**src/rtl/id_stage_hz.sv**
```systemverilog
// id_stage_hz: instruction decode with register file, load-use hazard detection and ID/EXE register.
// Optional macro ID_BYPASS_EN: a same-cycle WB write is forwarded to the register-file read ports.
module id_stage_hz #(
    parameter int DATA_W  = 32,
    parameter int REG_CNT = 32,
    parameter int IMM_W   = 16,
    localparam int REG_AW = $clog2(REG_CNT)
) (
    input  logic              clk,
    input  logic              rst,
    input  logic              if_valid,
    input  logic [31:0]       instr,
    input  logic [DATA_W-1:0] pc_in,
    output logic              id_stall,
    input  logic              ex_ready,
    input  logic              flush,
    input  logic              wb_en,
    input  logic [REG_AW-1:0] wb_dest,
    input  logic [DATA_W-1:0] wb_data,
    output logic              ex_valid,
    output logic              ex_wb_en,
    output logic [1:0]        ex_mem_sig,
    output logic [1:0]        ex_br_type,
    output logic [3:0]        ex_cmd,
    output logic [DATA_W-1:0] ex_val1,
    output logic [DATA_W-1:0] ex_val2,
    output logic [DATA_W-1:0] ex_reg2,
    output logic [DATA_W-1:0] ex_pc,
    output logic [REG_AW-1:0] ex_dest,
    output logic [REG_AW-1:0] ex_src1,
    output logic [REG_AW-1:0] ex_src2
);

    localparam logic [5:0] OP_NOP  = 6'b000000;
    localparam logic [5:0] OP_ADD  = 6'b000001;
    localparam logic [5:0] OP_SUB  = 6'b000011;
    localparam logic [5:0] OP_AND  = 6'b000101;
    localparam logic [5:0] OP_OR   = 6'b000110;
    localparam logic [5:0] OP_NOR  = 6'b000111;
    localparam logic [5:0] OP_XOR  = 6'b001000;
    localparam logic [5:0] OP_SLA  = 6'b001001;
    localparam logic [5:0] OP_SLL  = 6'b001010;
    localparam logic [5:0] OP_SRA  = 6'b001011;
    localparam logic [5:0] OP_SRL  = 6'b001100;
    localparam logic [5:0] OP_ADDI = 6'b100000;
    localparam logic [5:0] OP_SUBI = 6'b100001;
    localparam logic [5:0] OP_LD   = 6'b100100;
    localparam logic [5:0] OP_ST   = 6'b100101;
    localparam logic [5:0] OP_BEZ  = 6'b101000;
    localparam logic [5:0] OP_BNE  = 6'b101001;
    localparam logic [5:0] OP_JMP  = 6'b101010;

    typedef enum logic [3:0] {
        CMD_ADD = 4'b0000,
        CMD_SUB = 4'b0010,
        CMD_AND = 4'b0100,
        CMD_OR  = 4'b0101,
        CMD_NOR = 4'b0110,
        CMD_XOR = 4'b0111,
        CMD_SHL = 4'b1000,
        CMD_SRA = 4'b1001,
        CMD_SRL = 4'b1010
    } exe_cmd_e;

    // Instruction fields
    logic [5:0]        opcode;
    logic              is_imm;
    logic [REG_AW-1:0] src1;
    logic [REG_AW-1:0] src2;
    logic [REG_AW-1:0] dest;
    logic [DATA_W-1:0] imm_sext;

    assign opcode   = instr[31:26];
    assign is_imm   = opcode[5];
    assign src1     = instr[21 +: REG_AW];
    assign src2     = instr[16 +: REG_AW];
    assign dest     = is_imm ? instr[16 +: REG_AW] : instr[11 +: REG_AW];
    assign imm_sext = {{(DATA_W-IMM_W){instr[IMM_W-1]}}, instr[IMM_W-1:0]};

    // Control decode
    logic     d_wb_en;
    logic [1:0] d_mem;
    logic [1:0] d_br;
    exe_cmd_e d_cmd;

    always_comb begin
        // NOTE: every output of a combinational block gets a default first, so no path can infer a latch.
        d_wb_en = 1'b0;
        d_mem   = 2'b00;
        d_br    = 2'b00;
        d_cmd   = CMD_ADD;
        case (opcode)
            OP_ADD:  begin d_wb_en = 1'b1; d_cmd = CMD_ADD; end
            OP_SUB:  begin d_wb_en = 1'b1; d_cmd = CMD_SUB; end
            OP_AND:  begin d_wb_en = 1'b1; d_cmd = CMD_AND; end
            OP_OR:   begin d_wb_en = 1'b1; d_cmd = CMD_OR;  end
            OP_NOR:  begin d_wb_en = 1'b1; d_cmd = CMD_NOR; end
            OP_XOR:  begin d_wb_en = 1'b1; d_cmd = CMD_XOR; end
            OP_SLA,
            OP_SLL:  begin d_wb_en = 1'b1; d_cmd = CMD_SHL; end
            OP_SRA:  begin d_wb_en = 1'b1; d_cmd = CMD_SRA; end
            OP_SRL:  begin d_wb_en = 1'b1; d_cmd = CMD_SRL; end
            OP_ADDI: begin d_wb_en = 1'b1; d_cmd = CMD_ADD; end
            OP_SUBI: begin d_wb_en = 1'b1; d_cmd = CMD_SUB; end
            OP_LD:   begin d_wb_en = 1'b1; d_mem = 2'b10;   end
            OP_ST:   d_mem = 2'b01;
            OP_BEZ:  d_br  = 2'b01;
            OP_BNE:  d_br  = 2'b10;
            OP_JMP:  d_br  = 2'b11;
            default: d_wb_en = 1'b0;
        endcase
    end

    // Register file
    logic [DATA_W-1:0] rf [REG_CNT];

    always_ff @(posedge clk or negedge rst) begin
        if (!rst) begin
            // NOTE: the register file is reset because software relies on every register reading 0 after reset.
            for (int i = 0; i < REG_CNT; i++) rf[i] <= '0;
        end else if (wb_en && wb_dest != '0) begin
            rf[wb_dest] <= wb_data;
        end
    end

    logic [DATA_W-1:0] rd1;
    logic [DATA_W-1:0] rd2;

`ifdef ID_BYPASS_EN
    assign rd1 = (src1 == '0) ? '0 : (wb_en && wb_dest == src1) ? wb_data : rf[src1];
    assign rd2 = (src2 == '0) ? '0 : (wb_en && wb_dest == src2) ? wb_data : rf[src2];
`else
    assign rd1 = (src1 == '0) ? '0 : rf[src1];
    assign rd2 = (src2 == '0) ? '0 : rf[src2];
`endif

    // Load-use detection against the load currently held in ID/EXE
    logic src1_used;
    logic src2_used;
    logic hazard;
    logic ex_hold;

    assign src1_used = (opcode != OP_JMP);
    assign src2_used = !is_imm || (opcode == OP_ST) || (opcode == OP_BNE);
    assign hazard    = ex_valid && ex_mem_sig[1] && (ex_dest != '0) &&
                       ((src1_used && ex_dest == src1) || (src2_used && ex_dest == src2));
    assign ex_hold   = ex_valid && !ex_ready;
    assign id_stall  = if_valid && (hazard || ex_hold);

    logic kill;
    logic load;

    assign kill = flush || (!ex_hold && hazard);
    assign load = !flush && !ex_hold && !hazard;

    // ID/EXE register: flush beats back-pressure, back-pressure beats bubble insertion
    always_ff @(posedge clk or negedge rst) begin
        if (!rst) begin
            // NOTE: sequential state uses non-blocking assignments so all registers update from pre-edge values.
            ex_valid   <= 1'b0;
            ex_wb_en   <= 1'b0;
            ex_mem_sig <= 2'b00;
            ex_br_type <= 2'b00;
            ex_cmd     <= 4'b0000;
            ex_val1    <= '0;
            ex_val2    <= '0;
            ex_reg2    <= '0;
            ex_pc      <= '0;
            ex_dest    <= '0;
            ex_src1    <= '0;
            ex_src2    <= '0;
        end else if (kill) begin
            ex_valid   <= 1'b0;
            ex_wb_en   <= 1'b0;
            ex_mem_sig <= 2'b00;
            ex_br_type <= 2'b00;
            ex_cmd     <= 4'b0000;
            ex_val1    <= '0;
            ex_val2    <= '0;
            ex_reg2    <= '0;
            ex_pc      <= '0;
            ex_dest    <= '0;
            ex_src1    <= '0;
            ex_src2    <= '0;
        end else if (load) begin
            ex_valid   <= if_valid;
            ex_wb_en   <= if_valid & d_wb_en;
            ex_mem_sig <= if_valid ? d_mem : 2'b00;
            ex_br_type <= if_valid ? d_br : 2'b00;
            ex_cmd     <= if_valid ? d_cmd : CMD_ADD;
            ex_val1    <= rd1;
            ex_val2    <= is_imm ? imm_sext : rd2;
            ex_reg2    <= rd2;
            ex_pc      <= pc_in;
            ex_dest    <= dest;
            ex_src1    <= src1;
            ex_src2    <= src2;
        end
    end

endmodule

```
**config.mk**
```make
export PLATFORM = sky130hd
export DESIGN_NAME = id_stage_hz
export DESIGN_NICKNAME = d
export VERILOG_FILES = /design/src/rtl/id_stage_hz.sv
export SDC_FILE = /design/constraint.sdc
export NUM_CORES = 2
export LEC_CHECK = 0
export BUFFER_PORTS_ARGS = -buffer_cell sky130_fd_sc_hd__buf_2
export CAP_MARGIN = 20
export CORE_ASPECT_RATIO = 0.7
export CORE_MARGIN = 2
export CORE_UTILIZATION = 45
export DETAILED_ROUTE_END_ITERATION = 12
export PLACE_DENSITY_LB_ADDON = 0.25
export RECOVER_POWER = 50
export SKIP_LAST_GASP = 1
export SYNTH_ARGS = -nofsm -noshare
export SYNTH_HDL_FRONTEND = slang
export SYNTH_SLANG_ARGS = --single-unit
```
**constraint.sdc**
```tcl
create_clock -name clk -period 2.75 [get_ports clk]
set_input_delay 0.4125 -clock clk [delete_from_list [all_inputs] [get_ports clk]]
set_output_delay 0.4125 -clock clk [all_outputs]
set_load 0.02 [all_outputs]
```
== Word-level counts from Yosys, hierarchy flattened ==
Cells that the tools add are included.
Widths: inputs -> output; s select.

* $lt $le $gt $ge: 4
* Eq/ne operators: 20
* Mux-type cells: 44
* Bitwise logic cells: 4
* Reductions and logical operators: 30

{| class="wikitable"
|+ Operator list
! cell !! number
|-
| $bwmux 1024 || 1
|-
| $mux 32 || 16
|-
| $bmux 32 s5 || 2
|-
| $demux 32 s5 || 1
|-
| $eq 6x6->1 const B || 7
|-
| $mux 5 || 7
|-
| $pmux 4 s8 || 1
|-
| $eq 6x4->1 const B || 5
|-
| $eq 6x3->1 const B || 3
|-
| $ge 6x6->1 const B || 3
|-
| $not 5->6 || 3
|-
| $reduce_or 13->1 || 1
|-
| $logic_and 1x1->1 || 12
|-
| $mux 2 || 6
|-
| $mux 4 || 3
|-
| $eq 5x5->1 || 2
|-
| $logic_not 5->1 || 2
|-
| $reduce_bool 5->1 || 2
|-
| $eq 6x1->1 const B || 1
|-
| $eq 6x2->1 const B || 1
|-
| $lt 6x1->1 const B || 1
|-
| $ne 6x6->1 const B || 1
|-
| $pmux 2 s3 || 1
|-
| $logic_not 1->1 || 5
|-
| other kinds (6) || 15
|}

* Register bits: 1177
* Input port bits: 107
* Output and inout bits: 154

== Logic depth before layout (Yosys ltp) ==
* Word-level depth: 10
* Depth in mapped cells: 10

== Worst setup path after synthesis ==
Ideal clock, no wire load.

* Path kind: input to register
* From: input instr[21]
* To: register ex_val1[16]
* Setup time: 0.133 ns
* Arrival: 2.397 ns
* Slack: 0.220 ns
* Stages on the path: 7
* Buffers on the path: 2
* Cells stage by stage: buf_2 buf_1 mux4_2 a22o_1 a221o_1 a311oi_1 o21ai_0

* Longest elaborated chain between the ends: 7
* Elaborated cells on any way between the ends: 17
* Classes of those cells: 1 x eq/ne; 6 x mux; 1 x bitwise; 9 x reduce/logical

{| class="wikitable"
|+ Ends and longest elaborated chain
! item !! RTL line !! text
|-
| from (decl) || 12 || <nowiki>input logic [31:0] instr,</nowiki>
|-
| $not 5->6 (implied by the code) / $eq 5x5->1 (equally long branches) || 133, 146 ||
|-
| $bmux 32 s5 / $logic_and 1x1->1 (equally long branches) || 133, 146 ||
|-
| $mux 32 (implied by the code) / $logic_or 1x1->1 (equally long branches) || 133, 146 ||
|-
| $mux 32 (implied by the code) / $logic_and 1x1->1 (equally long branches) || 133, 145 ||
|-
| $mux 32, or another cell as far along || 133 || <nowiki>assign rd1 = (src1 == '0) ? '0 : rf[src1];</nowiki>
|-
| $mux 32, or another cell as far along || 185 || <nowiki>end else if (load) begin</nowiki>
|-
| $mux 32 / $reduce_bool 2->1 (equally long branches) || -- ||
|-
| to (signal assigned) || 191 || <nowiki>ex_val1 <= rd1;</nowiki>
|-
| to (decl) || 25 || <nowiki>output logic [DATA_W-1:0] ex_val1,</nowiki>
|}

Parallel ways exist; a longest one is shown, timed or not. The select of a mux whose other input is x is not followed.
A chain may end at the register's enable or synchronous reset.

== Final worst setup path ==
* From: register ex_dest[0]
* To: output id_stall

* Longest elaborated chain between the ends: 6
* Elaborated cells on any way between the ends: 10
* Classes of those cells: 2 x eq/ne; 8 x reduce/logical

{| class="wikitable"
|+ Ends and longest elaborated chain
! item !! RTL line !! text
|-
| from (decl) || 29 || <nowiki>output logic [REG_AW-1:0] ex_dest,</nowiki>
|-
| from (signal assigned) || 195 || <nowiki>ex_dest <= dest;</nowiki>
|-
| $eq 5x5->1 || 146 || <nowiki>((src1_used && ex_dest == src1) || (src2_used && ex_dest == src2));</nowiki>
|-
| $logic_and 1x1->1 || 146 ||
|-
| $logic_or 1x1->1 || 146 ||
|-
| $logic_and 1x1->1 * || 145 || <nowiki>assign hazard = ex_valid && ex_mem_sig[1] && (ex_dest != '0) &&</nowiki>
|-
| $logic_or 1x1->1 * || 148 || <nowiki>assign id_stall = if_valid && (hazard || ex_hold);</nowiki>
|-
| $logic_and 1x1->1 * || 148 ||
|-
| to (decl) || 14 || <nowiki>output logic id_stall,</nowiki>
|}

Mark *: on every way between the ends. The rest lies on a longest branch, timed or not.

==> qor.csv <==
metric,value,unit
# H-tree levels,3,
Static Leak,31.2,nW
status,"complete, but fails checks",
cell area after synthesis,59600,um^2
GR Overflow Total,0,
CP Data Required Time,2340,ps
routed len/inst,33.3,um
sequential share of the synthesized area,0.494,
Final setup viols,0,
CTS tree,done,
Register Area,29500,um^2
Mapped Cells,4249,
relative slew slack,-0.411,
Synth cell types,49,
Die Wd,439,um
Crit Path Max Fanout,4,
initial antenna violation count,17,
count of state elements after synthesis,1177,
Fin. Hold Viols,0,
drt pass-1 iters,5,
Placer Congestion,0.851,
full die area,135000,um^2
clk_lat worst skew,730,ps
Setup CP Type,flip-flop to primary output,
crit path DAT,2330,ps
dpl cells,6087,
DRC,0,
cell breakdown of the critical path,"buf_4, o211ai_2, or4_4, a31oi_4, buf_6",
fillers,10900,
Max Freq,0.364,GHz
Syn Nets,4356,
ANT nets after route,0,
vias in the first global route,41400,
layout cell share with drive strength beyond 1,0.456,
Sink Count,1177,
initial core utilization,0.454,
clk root buf,clkbuf_16,
P&R area growth vs syn,16.5,%
clock slew at reported path FFs,60,ps
die height,309,um
measured slew at the worst slew-check pin,2120,ps
first-pass GRT wire length,305000,um
final wirelength,212000,um
"Largest stage delay, worst path",570,ps
Max Root-Sink Buffers,3,
period utilization,0.999,
Buffers on Ports,260,
critical path's slowest cell,or4_4,
overall routing resource usage,0.311,
CP startpoint kind,flip-flop,
Ports,261,
Crit path max-delay family,simple AND/OR/NAND/NOR gates,
Via Count,42300,
CTS Buf Count,117,
"Slew Viols, Final",346,
worst clock skew,23.0,ps
core outline area,131000,um^2
PwrDens,715,nW/um^2
Peak VDD IR,0.000489,V
synth warn,0,
Post-Syn Area per Cell,14.0,um^2
kind of end point of the critical path,primary output,
largest net degree at the start of global routing,105,
RSZ-0062 raised after global routing,yes,
max_cap viols,12,
hpwl dp,128000,um
area of the multi-input gates,28500,um^2
failing checks,"capacitance limit, slew limit",
setup TNS,0,ps
Vias/cell,6.65,
Buf/Inv on CP,2,
post-route insts no fill,6357,
# rows,111,
Min-Delay Path Class,input port to flip-flop,
Final min period,2750,ps
layout net count,4617,
DR iter-0 viols,5246,
[synthesized netlist by cell type (all sizes together)]
library cell | instances | area share
o211ai | 1 | 0.00021
or3 | 2 | 0.00029
nor3 | 6 | 0.00059
a311oi | 32 | 0.0047
nand2 | 143 | 0.0090
xor2 | 1 | 0.00015
mux4 | 320 | 0.12
a22o | 125 | 0.018
nor2 | 33 | 0.0021
mux2 | 992 | 0.19
nor2b | 9 | 0.00094
a21oi | 82 | 0.0069
and3b | 2 | 0.00029
nand3 | 37 | 0.0032
and3 | 5 | 0.00069
a221oi | 1 | 0.00015
a31oi | 2 | 0.00021
nand3b | 4 | 0.00050
a32oi | 15 | 0.0022
dfrtp | 1177 | 0.49
clkbuf | 324 | 0.020
and2 | 3 | 0.00031
mux2i | 389 | 0.065
a21o | 15 | 0.0019
o22ai | 36 | 0.0038
nor3b | 4 | 0.00050
a221o | 49 | 0.0082
o221ai | 32 | 0.0047
nor4 | 1 | 0.00011
inv | 3 | 0.00019
a22oi | 96 | 0.012
or2 | 1 | 0.00011
buf | 146 | 0.012
o21ai | 72 | 0.0060
xnor2 | 11 | 0.0016
a32o | 7 | 0.0012
nand2b | 4 | 0.00042
or4 | 3 | 0.00050
a211oi | 64 | 0.0081
[power breakdown]
group          total, mW  switching, mW  internal [mW]
Sequential          22.9           2.57           20.4
Combinational       9.64           4.22           5.43
Clock               17.1           7.15           9.90
Total               49.6           13.9           35.7
[layer usage]
layer | global-route usage | part of all wire | vias up
met5 | 0 | 0.00098 | -
met2 | 0.427 | 0.41 | 2494
li1 | - | - | 16800
met4 | 0.0802 | 0.028 | 16
met1 | 0.471 | 0.45 | 22500
met3 | 0.0994 | 0.12 | 378
[final timing paths]
check,from,end,slack (ps),cells past startpoint
worst min-delay path,instr[15],ex_dest[4],40,3
max in group asynchronous,rst,rf[342],260,4
worst max-delay path,ex_dest[0],id_stall,4,5
worst min register to register,rf[1009],rf[1009],400,0
min in group asynchronous,rst,rf[89],760,2
worst max register to register,ex_dest[1],ex_val2[5],190,7
[per-stage QoR]
| step | setup slack (ps) | total power, mW | cell area, um^2 | utilization | hold slack (ps) |
|---|---|---|---|---|---|
| finish | 3.94 | 49.6 | 69400 | 0.529 | 39.0 |
| global route | -73.6 | 51.5 | 69400 | 0.529 | 49.9 |
| CTS | -37.1 | 49.6 | 69900 | 0.533 | 4.33 |
| detailed placement | -39.2 | 32.6 | 65300 | 0.497 | 388 |
| global placement | -56.1 | 32.3 | 65300 | 0.497 | 388 |
| floorplan | 220 | 28.9 | 59600 | - | 117 |
[flip-flops by register name, summed over array words and instances (netlist names), 4 cells and up]
signal   count
ex_cmd       4
ex_pc       32
ex_val2     32
ex_src1      5
ex_dest      5
ex_reg2     32
ex_src2      5
ex_val1     32
rf        1024
[tightest hold or removal path, cell delays in order]
cell and delay, ps:
buf_2 120, mux2i_1 70, o21ai_0 120
[cell type report]
type                            count  share of cell area
Sequential cell                  1177               0.424
Multi-Input combinational cell   2599               0.410
Timing Repair Buffer              612              0.0751
Clock buffer                      168              0.0496
Tap cell                         1751              0.0316
Clock inverter                     45             0.00879
Inverter                            3            0.000162
Antenna cell                        2           0.0000721
[cell usage in the layout, fill, tap and decap left out, types with 64 or more instances in the layout]
cell | netlist | layout
a21oi_1 | 82 | 82
mux2_2 | 992 | 992
mux4_2 | 320 | 320
mux2i_1 | 389 | 389
a22oi_1 | 96 | 96
buf_2 | 73 | 251
buf_12 | 0 | 98
dfrtp_1 | 1177 | 1173
a22o_1 | 125 | 125
a211oi_1 | 64 | 64
buf_4 | 9 | 152
o21ai_0 | 71 | 70
clkbuf_16 | 0 | 121
nand2_1 | 143 | 130
[kinds of logic after synthesis]
kind of cell / Yosys count / share of synthesized area
simple gates: 257 / 0.0195
flops: 1177 / 0.494
compound gates: 629 / 0.0787
mux: 1701 / 0.374
xor+xnor: 12 / 0.00176
buf+inv: 473 / 0.0323
[timing repair]
action	in CTS	in global routing
gates resized for setup	8	1
pin swaps	5	0
hold endpoints to repair	79	0
buffers inserted	6	0
setup endpoints to repair	1	1
hold buffers	49	0
Note: power is estimated with default switching activity, not from simulation.
